File: src/rtl/alu_seq_pkg.sv
// Shared ALU op codes, execute-stage FSM encodings and flag bundle for alu_seq.
package alu_seq_pkg;

  localparam logic [2:0] ALU_AND = 3'b000;
  localparam logic [2:0] ALU_OR  = 3'b001;
  localparam logic [2:0] ALU_ADD = 3'b010;
  localparam logic [2:0] ALU_MUL = 3'b011;
  localparam logic [2:0] ALU_SUB = 3'b110;
  localparam logic [2:0] ALU_SLT = 3'b111;

  typedef enum logic [1:0] {
    ST_IDLE = 2'd0,
    ST_MUL  = 2'd1,
    ST_DONE = 2'd2
  } state_e;

  typedef struct packed {
    logic zero;
    logic overflow;
    logic illegal;
  } flags_t;

endpackage

File: src/rtl/alu_mul_iter.sv
// Iterative shift-add multiplier: one multiplier bit per cycle, WIDTH cycles per product.
// product/done present the final partial sum combinationally during the last iteration.
module alu_mul_iter #(
  parameter int unsigned WIDTH = 32
) (
  input  logic             clk,
  input  logic             rst_n,
  input  logic             start,
  input  logic [WIDTH-1:0] a,
  input  logic [WIDTH-1:0] b,
  output logic             busy,
  output logic             done,
  output logic [WIDTH-1:0] product
);

  localparam int unsigned CW = $clog2(WIDTH + 1);

  logic [WIDTH-1:0] mcand_q;
  logic [WIDTH-1:0] mplier_q;
  logic [WIDTH-1:0] acc_q;
  logic [CW-1:0]    cnt_q;
  logic [WIDTH-1:0] acc_sum;

  always_comb begin
    acc_sum = acc_q + (mplier_q[0] ? mcand_q : '0);
  end

  // A fresh start overrides any iteration in flight.
  always_ff @(posedge clk or negedge rst_n) begin
    if (!rst_n) begin
      mcand_q  <= '0;
      mplier_q <= '0;
      acc_q    <= '0;
      cnt_q    <= '0;
    end else if (start) begin
      mcand_q  <= a;
      mplier_q <= b;
      acc_q    <= '0;
      cnt_q    <= CW'(WIDTH);
    end else if (cnt_q != '0) begin
      acc_q    <= acc_sum;
      mcand_q  <= mcand_q << 1;
      mplier_q <= mplier_q >> 1;
      cnt_q    <= cnt_q - CW'(1);
    end
  end

  assign busy    = (cnt_q != '0);
  assign done    = (cnt_q == CW'(1));
  assign product = acc_sum;

endmodule

File: src/rtl/alu_seq.sv
// Handshaked execute stage: single-cycle ALU ops plus optional iterative multiply.
// Define ALU_SEQ_MUL_EN to build the multiplier; otherwise code 3'b011 is illegal.
module alu_seq
  import alu_seq_pkg::*;
#(
  parameter int unsigned WIDTH = 32
) (
  input  logic             clk,
  input  logic             rst_n,
  input  logic             in_valid,
  output logic             in_ready,
  input  logic [2:0]       control,
  input  logic [WIDTH-1:0] a,
  input  logic [WIDTH-1:0] b,
  output logic             out_valid,
  input  logic             out_ready,
  output logic [WIDTH-1:0] result,
  output logic             zero,
  output logic             overflow,
  output logic             illegal
);

  state_e           state_q, state_d;
  logic [WIDTH-1:0] result_q, result_d;
  flags_t           flags_q, flags_d;
  logic             out_valid_q, out_valid_d;
  logic             fire;

  logic [WIDTH-1:0] alu_sum, alu_diff, alu_res;
  logic             alu_ovf, alu_ill;

`ifdef ALU_SEQ_MUL_EN
  logic             is_mul;
  logic             mul_start;
  logic             mul_busy, mul_done;
  logic [WIDTH-1:0] mul_product;

  assign is_mul = (control == ALU_MUL);

  alu_mul_iter #(.WIDTH(WIDTH)) u_mul (
    .clk     (clk),
    .rst_n   (rst_n),
    .start   (mul_start),
    .a       (a),
    .b       (b),
    .busy    (mul_busy),
    .done    (mul_done),
    .product (mul_product)
  );
`endif

  assign in_ready = (state_q == ST_IDLE) || ((state_q == ST_DONE) && out_ready);
  assign fire     = in_valid && in_ready;

  // Single-cycle datapath on the live request; only sampled on accept.
  always_comb begin
    alu_sum  = a + b;
    alu_diff = a - b;
    alu_res  = '0;
    alu_ovf  = 1'b0;
    alu_ill  = 1'b0;
    case (control)
      ALU_AND: alu_res = a & b;
      ALU_OR:  alu_res = a | b;
      ALU_ADD: begin
        alu_res = alu_sum;
        alu_ovf = (a[WIDTH-1] == b[WIDTH-1]) && (alu_sum[WIDTH-1] != a[WIDTH-1]);
      end
      ALU_SUB: begin
        alu_res = alu_diff;
        alu_ovf = (a[WIDTH-1] != b[WIDTH-1]) && (alu_diff[WIDTH-1] != a[WIDTH-1]);
      end
      ALU_SLT: alu_res = {{(WIDTH-1){1'b0}}, ($signed(a) < $signed(b))};
      default: alu_ill = 1'b1;
    endcase
  end

  // Next-state and output-register loads; a new accept wins over the DONE->IDLE exit.
  always_comb begin
    state_d   = state_q;
    result_d  = result_q;
    flags_d   = flags_q;
`ifdef ALU_SEQ_MUL_EN
    mul_start = 1'b0;
`endif
    case (state_q)
      ST_DONE: if (out_ready) state_d = ST_IDLE;
`ifdef ALU_SEQ_MUL_EN
      ST_MUL: begin
        if (mul_busy && mul_done) begin
          state_d          = ST_DONE;
          result_d         = mul_product;
          flags_d.zero     = (mul_product == '0);
          flags_d.overflow = 1'b0;
          flags_d.illegal  = 1'b0;
        end
      end
`endif
      default: ;
    endcase
    if (fire) begin
`ifdef ALU_SEQ_MUL_EN
      if (is_mul) begin
        state_d   = ST_MUL;
        mul_start = 1'b1;
      end else
`endif
      begin
        state_d          = ST_DONE;
        result_d         = alu_res;
        flags_d.zero     = (alu_res == '0);
        flags_d.overflow = alu_ovf;
        flags_d.illegal  = alu_ill;
      end
    end
    out_valid_d = (state_d == ST_DONE);
  end

  always_ff @(posedge clk or negedge rst_n) begin
    if (!rst_n) begin
      state_q     <= ST_IDLE;
      result_q    <= '0;
      flags_q     <= '0;
      out_valid_q <= 1'b0;
    end else begin
      state_q     <= state_d;
      result_q    <= result_d;
      flags_q     <= flags_d;
      out_valid_q <= out_valid_d;
    end
  end

  assign out_valid = out_valid_q;
  assign result    = result_q;
  assign zero      = flags_q.zero;
  assign overflow  = flags_q.overflow;
  assign illegal   = flags_q.illegal;

endmodule

File: config.mk
export PLATFORM = sky130hd
export DESIGN_NAME = alu_seq
export DESIGN_NICKNAME = d
export VERILOG_FILES = /design/src/rtl/alu_seq_pkg.sv /design/src/rtl/alu_mul_iter.sv /design/src/rtl/alu_seq.sv
export SDC_FILE = /design/constraint.sdc
export NUM_CORES = 1
export LEC_CHECK = 0
export BUFFER_PORTS_ARGS = -buffer_cell sky130_fd_sc_hd__buf_4
export CAP_MARGIN = 20
export CELL_PAD_IN_SITES_DETAIL_PLACEMENT = 1
export CELL_PAD_IN_SITES_GLOBAL_PLACEMENT = 2
export CORE_UTILIZATION = 36
export DETAILED_ROUTE_END_ITERATION = 7
export GPL_TIMING_DRIVEN = 0
export PLACE_DENSITY = 0.95
export SYNTH_ARGS = -nofsm -noshare
export SYNTH_HDL_FRONTEND = slang
export SYNTH_SLANG_ARGS = --single-unit
export TNS_END_PERCENT = 20
File: constraint.sdc
create_clock -name clk -period 2.7 [get_ports clk]
set_input_delay 0 -clock clk [delete_from_list [all_inputs] [get_ports clk]]
set_output_delay 0 -clock clk [all_outputs]
set_load 0.02 [all_outputs]
==> results of run 1 <==
cell usage after synthesis, types with 9 or more instances:
| cell type | n | area share (%) |
|---|---|---|
| nor3_1 | 13 | 0.99 |
| o21bai_1 | 11 | 1.3 |
| nand3_1 | 11 | 0.84 |
| xnor2_1 | 29 | 3.9 |
| a22oi_1 | 9 | 1.0 |
| a211oi_1 | 22 | 2.5 |
| o21ai_0 | 61 | 4.7 |
| nand2_1 | 65 | 3.7 |
| nor4_1 | 10 | 0.95 |
| a21oi_1 | 73 | 5.6 |
| dfrtp_1 | 38 | 14 |
| ha_1 | 98 | 19 |
| o31ai_1 | 12 | 1.4 |
| inv_1 | 113 | 6.5 |
| nor2_1 | 76 | 4.3 |
| o22ai_1 | 11 | 1.0 |
| nand2b_1 | 9 | 0.86 |
| o211ai_1 | 13 | 1.5 |
| mux2i_1 | 20 | 3.1 |
| a22o_1 | 14 | 1.9 |
| nor2b_1 | 13 | 1.2 |
| clkbuf_1 | 30 | 1.7 |
routing by layer:
metal / vias to the layer above / global-route usage (%) / wire length [um]
met5: - / 0 / 0
met2: 275 / 45.5 / 12000
met3: 34 / 3.41 / 1920
met4: 0 / 4.70 / 376
li1: 3441 / - / -
met1: 3614 / 39.0 / 12000
power groups by stage:
stage               sequential [mW]  clock (mW)  combinational (mW)
global placement              0.693           0                1.57
detailed placement            0.696           0                1.60
CTS                           0.687       0.589                1.72
global route                  0.694       0.607                1.96
finish                        0.687       0.584                1.82
floorplan                     0.765           0               0.942
stage by stage:
step	utilization [%]	setup slack [ns]	area (sq um)	hold WS (ns)	power [mW]
CTS	45.6	-0.125	8160	0.0681	2.99
floorplan	-	-0.0150	6560	-0.296	1.71
global route	46.6	-0.359	8350	0.103	3.26
finish	46.6	-0.196	8350	0.0767	3.09
detailed placement	42.7	-1.20	7640	-0.00474	2.30
global placement	42.7	-1.24	7640	-0.0112	2.27
how the worst max path moves through the flow:
| stage | to | depth (start not counted) |
|---|---|---|
| after floorplan | zero | 13 |
| after global placement | zero | 15 |
| after detailed placement | zero | 15 |
| after CTS | zero | 16 |
| after global routing | zero | 14 |
| final | zero | 14 |
flip-flops by register name (all words and copies together) (netlist names):
register and flops:
result 32, state_q 2, illegal 1, out_valid 1, overflow 1, zero 1
cell type report:
cell class,instances,area [sq um],area share (%)
inverters,115,434,5.20
repair buffers,124,941,11.3
plain buffers,51,267,3.19
well taps,229,287,3.43
clock inverters,1,5.00,0.0599
clock buffers,7,143,1.71
flip-flops and latches,38,951,11.4
multi-input cells,693,5320,63.7
cells by family after synthesis:
group | after synthesis | share of synthesized area [%]
buf+inv | 167 | 10.3
simple gates | 233 | 17.0
xor+xnor | 32 | 4.27
mux | 25 | 3.91
fa+ha+maj | 100 | 19.3
compound gates | 303 | 30.7
flops | 38 | 14.5
what timing repair did:
action,in CTS,in global routing
hold endpoints to repair,38,0
setup endpoints to repair,21,22
resized for setup,56,49
hold buffers,1,0
buffers inserted,13,7
pin swaps,31,20
worst register-to-register path, stage by stage (launching register included):
cell      delay, ns
dfrtp_1        0.40
a21oi_1        0.17
nand2_1        0.28
nor2_1         0.60
clkbuf_2       0.40
a22o_1         0.19
==> metrics, run 1 <==
post-DR wirelength/cell=20.9 um; crit path buf inv count=3; Filler Cell Count=2,253; Longest Clk Path Bufs=2; all-layer global routing usage=27.7%; Peak Freq=345 MHz; fin. max-slew vios=0; crit path max-delay cell type=or3_4; post-layout min period=2.90 ns; CP Capture Type=flip-flop; Critical Path Source=a[14]; ANT cells=0; io pins=108; Hold Vio Cnt, Final=0; maxcap violations=0; fin cells=1,258; HP Class=in -> reg; post-synthesis area per instance=7.31 sq um; largest fanout on the critical path=9; first-pass GRT wire length=40.1 mm; Via density=5.85; most common cell after layout, fill and taps aside=buf_4; reg2reg setup slack=0.60 ns; status=finished with violations; Layout Skew=0.00299 ns; Flop pwr share=22.2%; CP most frequent cell=buf_4; flops & latches, synth=38; Cell Area, Synth=6560 sq um; CP Launch Type=input pin; R2R depth=5; Starting Density=36.7%; clock sinks=38; drt pass-1 iters=5; CP peak stage delay=0.43 ns; number of H-tree levels=2; DRT antenna net count=0; setup TNS=-0.248 ns; P_int=1.72 mW; Slew headroom=25.2%; min-delay src=out_ready; Synth Net Count=1,069; RePlAce Congestion=0.891; vias in the first global route=7,267; most frequent cells in the layout=buf_4, inv_1, ha_1, nor2_1, nand2_1; critical path type=in -> reg; die area=18,800 sq um; Crit path max-delay family=simple AND/OR/NAND/NOR gates; share of layout cells above drive strength 1=22.8%; Req. time, crit path=2.89 ns; crit path cell chain=buf_4 > inv_1 > ha_1 > buf_4 > or3_4 > nor4b_4 > a211oi_2 > a21oi_1 > xnor2_1 > o221a_1 > nand3_1 > nor4_4 > nand4_1 > o31ai_2; TritonCTS clock tree=built; Least-Margin Pin Slew=1.12 ns; Die H=137 um; VDD IR max=0.383 mV; sequential share of the synthesized area=14.5%; via count=7,364; Post-Syn Instances=898; Nets=1,199; Clk Latency, worst-skew pair=0.28 ns; failing checks=negative setup slack; die span in x=137 um; CTS clock-pin slew for the worst setup and hold paths=0.05 ns; Arr. time, crit path=3.08 ns; DP Cell Count=1,233; unrepaired setup endpoints after global routing=true; Async SR Flop Fraction=100%; Port Buffer Count=106; Main synth FF type=dfrtp_1; R2R Path Start=state_q[0]; clk root buf=clkbuf_16; number of antenna violations at the first check in global routing=0; final wirelength=26.3 mm; Layout area overhead=27.3%; largest net degree at the start of global routing=39; FF-to-FF End=result[20]; core area=17,900 sq um; post-route clock period utilization=107%; Combinational Power Share=58.9%; worst hold path endpoint=state_q[1]; Setup Viol. Count Final=3; Clock Power Share=18.9%; Min-Delay Path Depth=4; hpwl dp=20.8 mm; Netlist cell types=73; Inserted Clock Buffers=5; Psw=1.37 mW; gr ovfl total=0; Final WS setup=-0.196 ns; DR iter-0 viols=570; total leakage power=3.96 nW; Power Density=371 nW/um^2; switch share=44.4%; EDFF count, synth=0; DR DRC count=0; Ys Warns=0; Row Count=49
Power figures use the tool's default switching activity.
==> run 2, diff against run 1 <==
--- a/config.mk
+++ b/config.mk
@@ -11,9 +11,9 @@
 export CELL_PAD_IN_SITES_GLOBAL_PLACEMENT = 2
 export CORE_UTILIZATION = 36
 export DETAILED_ROUTE_END_ITERATION = 7
-export GPL_TIMING_DRIVEN = 0
 export PLACE_DENSITY = 0.95
 export SYNTH_ARGS = -nofsm -noshare
 export SYNTH_HDL_FRONTEND = slang
+export SYNTH_HIERARCHICAL = 1
 export SYNTH_SLANG_ARGS = --single-unit
 export TNS_END_PERCENT = 20
==> run 2 against run 1 <==
The run still ends with negative setup slack left. Die area unchanged. Critical path depth unchanged. Clock power up 6.0%. Worst hold slack better by 0.026 ns. Final area up 21%. Clock-buffer cell count unchanged. Clock skew up 0.0084 ns. Core utilization up 9.7 points. Synthesized area unchanged. Combinational power up 33%. Critical endpoint unchanged. Largest cell class unchanged. Highest routed layer unchanged.
==> metrics, run 2 <==
clock sinks=38 (unchanged); worst hold path endpoint=state_q[1] (unchanged); switch share=44.6% (was 44.4%); post-DR wirelength/cell=24.3 um (was 20.9 um); status=finished with violations (unchanged); area leader, netlist=ha_1 (unchanged); sequential share of the synthesized area=14.5% (unchanged); top post-synthesis cells by area=ha_1, dfrtp_1, inv_1 (unchanged); most frequent cell after synthesis=inv_1 (unchanged); register area=951 sq um (unchanged); pre-CTS setup slack=-0.779 ns (was -1.20 ns); clk root buf=clkbuf_16 (unchanged); Main synth FF type=dfrtp_1 (unchanged); gr ovfl total=0 (unchanged); CP Launch Type=input pin (unchanged); Peak Freq=335 MHz (was 345 MHz); fin. max-slew vios=0 (unchanged); Cell Area, Synth=6560 sq um (unchanged); DR DRC count=0 (unchanged); crit path max-delay cell type=nor4_1 (was or3_4); EDFF count, synth=0 (unchanged); Row Count=49 (unchanged); Post-Syn Instances=898 (unchanged); Min-Delay Path Depth=4 (unchanged); maxcap violations=0 (unchanged); Synth Area in Compound Gates=30.7% (unchanged); Layout area overhead=53.8% (was 27.3%); RePlAce Congestion=0.980 (was 0.891); Via density=6.24 (was 5.85); die span in x=137 um (unchanged); final core occ=56.4% (was 46.6%); final wirelength=35.1 mm (was 26.3 mm); crit path buf inv count=3 (unchanged); Starting Density=36.7% (unchanged); Async SR Flop Fraction=100% (unchanged); share of layout cells above drive strength 1=40.1% (was 22.8%); post-route clock period utilization=111% (was 107%); hpwl dp=23.4 mm (was 20.8 mm); HP Class=in -> reg (unchanged); Slew headroom=40.4% (was 25.2%); CP Capture Type=flip-flop (unchanged); setup TNS=-0.675 ns (was -0.248 ns); number of flip-flops under the largest register name=32 (unchanged); Filler Cell Count=2,207 (was 2,253); vias in the first global route=9,280 (was 7,267); Final WS setup=-0.288 ns (was -0.196 ns); Psw=1.67 mW (was 1.37 mW); number of antenna violations at the first check in global routing=0 (unchanged); multiplexer share of the synthesized area=3.91% (unchanged); DR iter-0 viols=971 (was 570); Setup Viol. Count Final=8 (was 3); most instantiated cells after synthesis=inv_1, ha_1, nor2_1 (unchanged); Die H=137 um (unchanged); Clk Latency, worst-skew pair=0.29 ns (was 0.28 ns); Flop pwr share=18.7% (was 22.2%); largest net degree at the start of global routing=39 (unchanged); DRT antenna net count=0 (unchanged); crit path cell chain=buf_4 > buf_4 > ha_1 > nor4_1 > o21ai_0 > buf_4 > a211oi_2 > a21oi_1 > xnor2_1 > o221a_1 > nand3_1 > nor4_2 > nand4_1 > o31ai_2 (was buf_4 > inv_1 > ha_1 > buf_4 > or3_4 > nor4b_4 > a211oi_2 > a21oi_1 > xnor2_1 > o221a_1 > nand3_1 > nor4_4 > nand4_1 > o31ai_2); Hold Vio Cnt, Final=0 (unchanged); TritonCTS clock tree=built (unchanged); Final Power=3.74 mW (was 3.09 mW); CTS clock-pin slew for the worst setup and hold paths=0.06 ns (was 0.05 ns); Power Density=370 nW/um^2 (was 371 nW/um^2); Req. time, crit path=2.89 ns (about the same); total leakage power=4.98 nW (was 3.96 nW); VDD IR max=0.441 mV (was 0.383 mV); Multi-input gate area=5520 sq um (was 5320 sq um); flops & latches, synth=38 (unchanged); all-layer global routing usage=34.2% (was 27.7%); most frequent cells in the layout=buf_4, inv_1, ha_1, nor2_1, nand2_1 (unchanged); drt pass-1 iters=5 (unchanged); FF-to-FF End=result[12] (was result[20]); io pins=108 (unchanged); largest family of logic cells by synthesized area=compound AO/OA/AOI/OAI gates (unchanged); Arr. time, crit path=3.18 ns (was 3.08 ns); post-synthesis area per instance=7.31 sq um (unchanged); R2R depth=5 (unchanged); first-pass GRT wire length=49.7 mm (was 40.1 mm); number of H-tree levels=2 (unchanged); CP most frequent cell=buf_4 (unchanged); Crit path max-delay family=compound AO/OA/AOI/OAI gates (was simple AND/OR/NAND/NOR gates); largest fanout on the critical path=4 (was 9); critical path type=in -> reg (unchanged); core area=17,900 sq um (unchanged); Combinational Power Share=64.8% (was 58.9%); P_int=2.07 mW (was 1.72 mW); Clock Power Share=16.6% (was 18.9%); Synth top area share=18.7% (unchanged); most common cell after layout, fill and taps aside=buf_4 (unchanged); CP peak stage delay=0.41 ns (was 0.43 ns); Ys Warns=6 (was 0); failing checks=negative setup slack (unchanged); reg2reg setup slack=0.59 ns (was 0.60 ns); adder-cell area share of the yosys netlist=19.3% (unchanged); Netlist cell types=73 (unchanged); Synth Area in Simple Gates=17.0% (unchanged); Layout Skew=0.0114 ns (was 0.00299 ns); post-layout min period=2.99 ns (was 2.90 ns); unrepaired setup endpoints after global routing=true (unchanged); Least-Margin Pin Slew=0.892 ns (was 1.12 ns); Synth Net Count=1,069 (unchanged); Longest Clk Path Bufs=2 (unchanged); min-delay src=out_ready (unchanged); R2R Path Start=state_q[0] (unchanged); Port Buffer Count=107 (was 106); ANT cells=0 (unchanged); die area=18,800 sq um (unchanged); via count=8,994 (was 7,364); XOR/XNOR Fraction of Synth Area=4.27% (unchanged); Nets=1,383 (was 1,199); Inserted Clock Buffers=5 (unchanged)
==> run 2: cell counts after synthesis <==
No cell type changed its count.
==> run 2: cells by family after synthesis <==
group	after synthesis
AOI/OAI and AO/OA	303
and+or+nand+nor	233
buffers and inverters	167
adders and majority gates	100
DFF	38
xor gates and xnor gates	32
muxes	25
==> run 2: area by class of cell <==
class / count / area share, %
inverter: 115 / 4.38
clock inverter: 1 / 0.0496
timing repair buffer: 359 / 27.2
clock buffer: 7 / 1.41
tap: 229 / 2.84
sequential: 38 / 9.42
multi-input combinational: 693 / 54.7
==> run 2: power by group through the flow <==
stage               combinational [mW]  sequential (mW)  clock [mW]
floorplan                        0.942            0.765           0
global placement                  1.94            0.693           0
detailed placement                2.02            0.699           0
CTS                               2.17            0.691       0.596
global route                      2.53            0.701       0.626
finish                            2.42            0.698       0.619
==> run 2: repair_timing <==
| action | CTS | global route |
|---|---|---|
| resized for setup | 91 | 48 |
| hold buffers | 1 | 0 |
| endpoints found under the hold margin | 38 | 0 |
| setup buffers | 13 | 5 |
| pin swaps | 33 | 26 |
| setup endpoints to repair | 10 | 18 |
==> run 2: metrics by stage <==
step	hold slack (ns)	instances	cell area (sq um)
2_1_floorplan	-0.296	898	6560
3_3_place_gp	-0.0111	1418	9190
3_5_place_dp	0.000414	1418	9190
4_1_cts	0.102	1439	9840
5_1_grt	0.159	1442	10100
6_report	0.103	1442	10100
==> run 2: routing by layer <==
layer  vias to the layer above  routed length [um]  GRT usage [%]
met5                         -                   0              0
met4                         0                2700           20.2
met3                       239                3310           6.07
met2                       682               16200           58.6
met1                      4270               12900           39.5
li1                       3803                   -              -
==> run 2: worst register-to-register path: cells and delay by family, from the launching register on <==
kind,cells,cell delay (ns)
AO/OA/AOI/OAI,2,0.39
buffers and inverters,1,0.29
flip-flops,1,0.40
AND/OR/NAND/NOR,2,0.97
==> run 2: how the worst max path moves through the flow <==
stage	from	to	slack (ns)	cells past startpoint
after detailed placement	a[0]	zero	-0.78	17
after global placement	a[0]	zero	-0.58	17
final	a[6]	zero	-0.29	14
after global routing	a[1]	zero	-0.41	15
after CTS	a[0]	zero	-0.02	18
after floorplan	a[13]	zero	-0.02	13
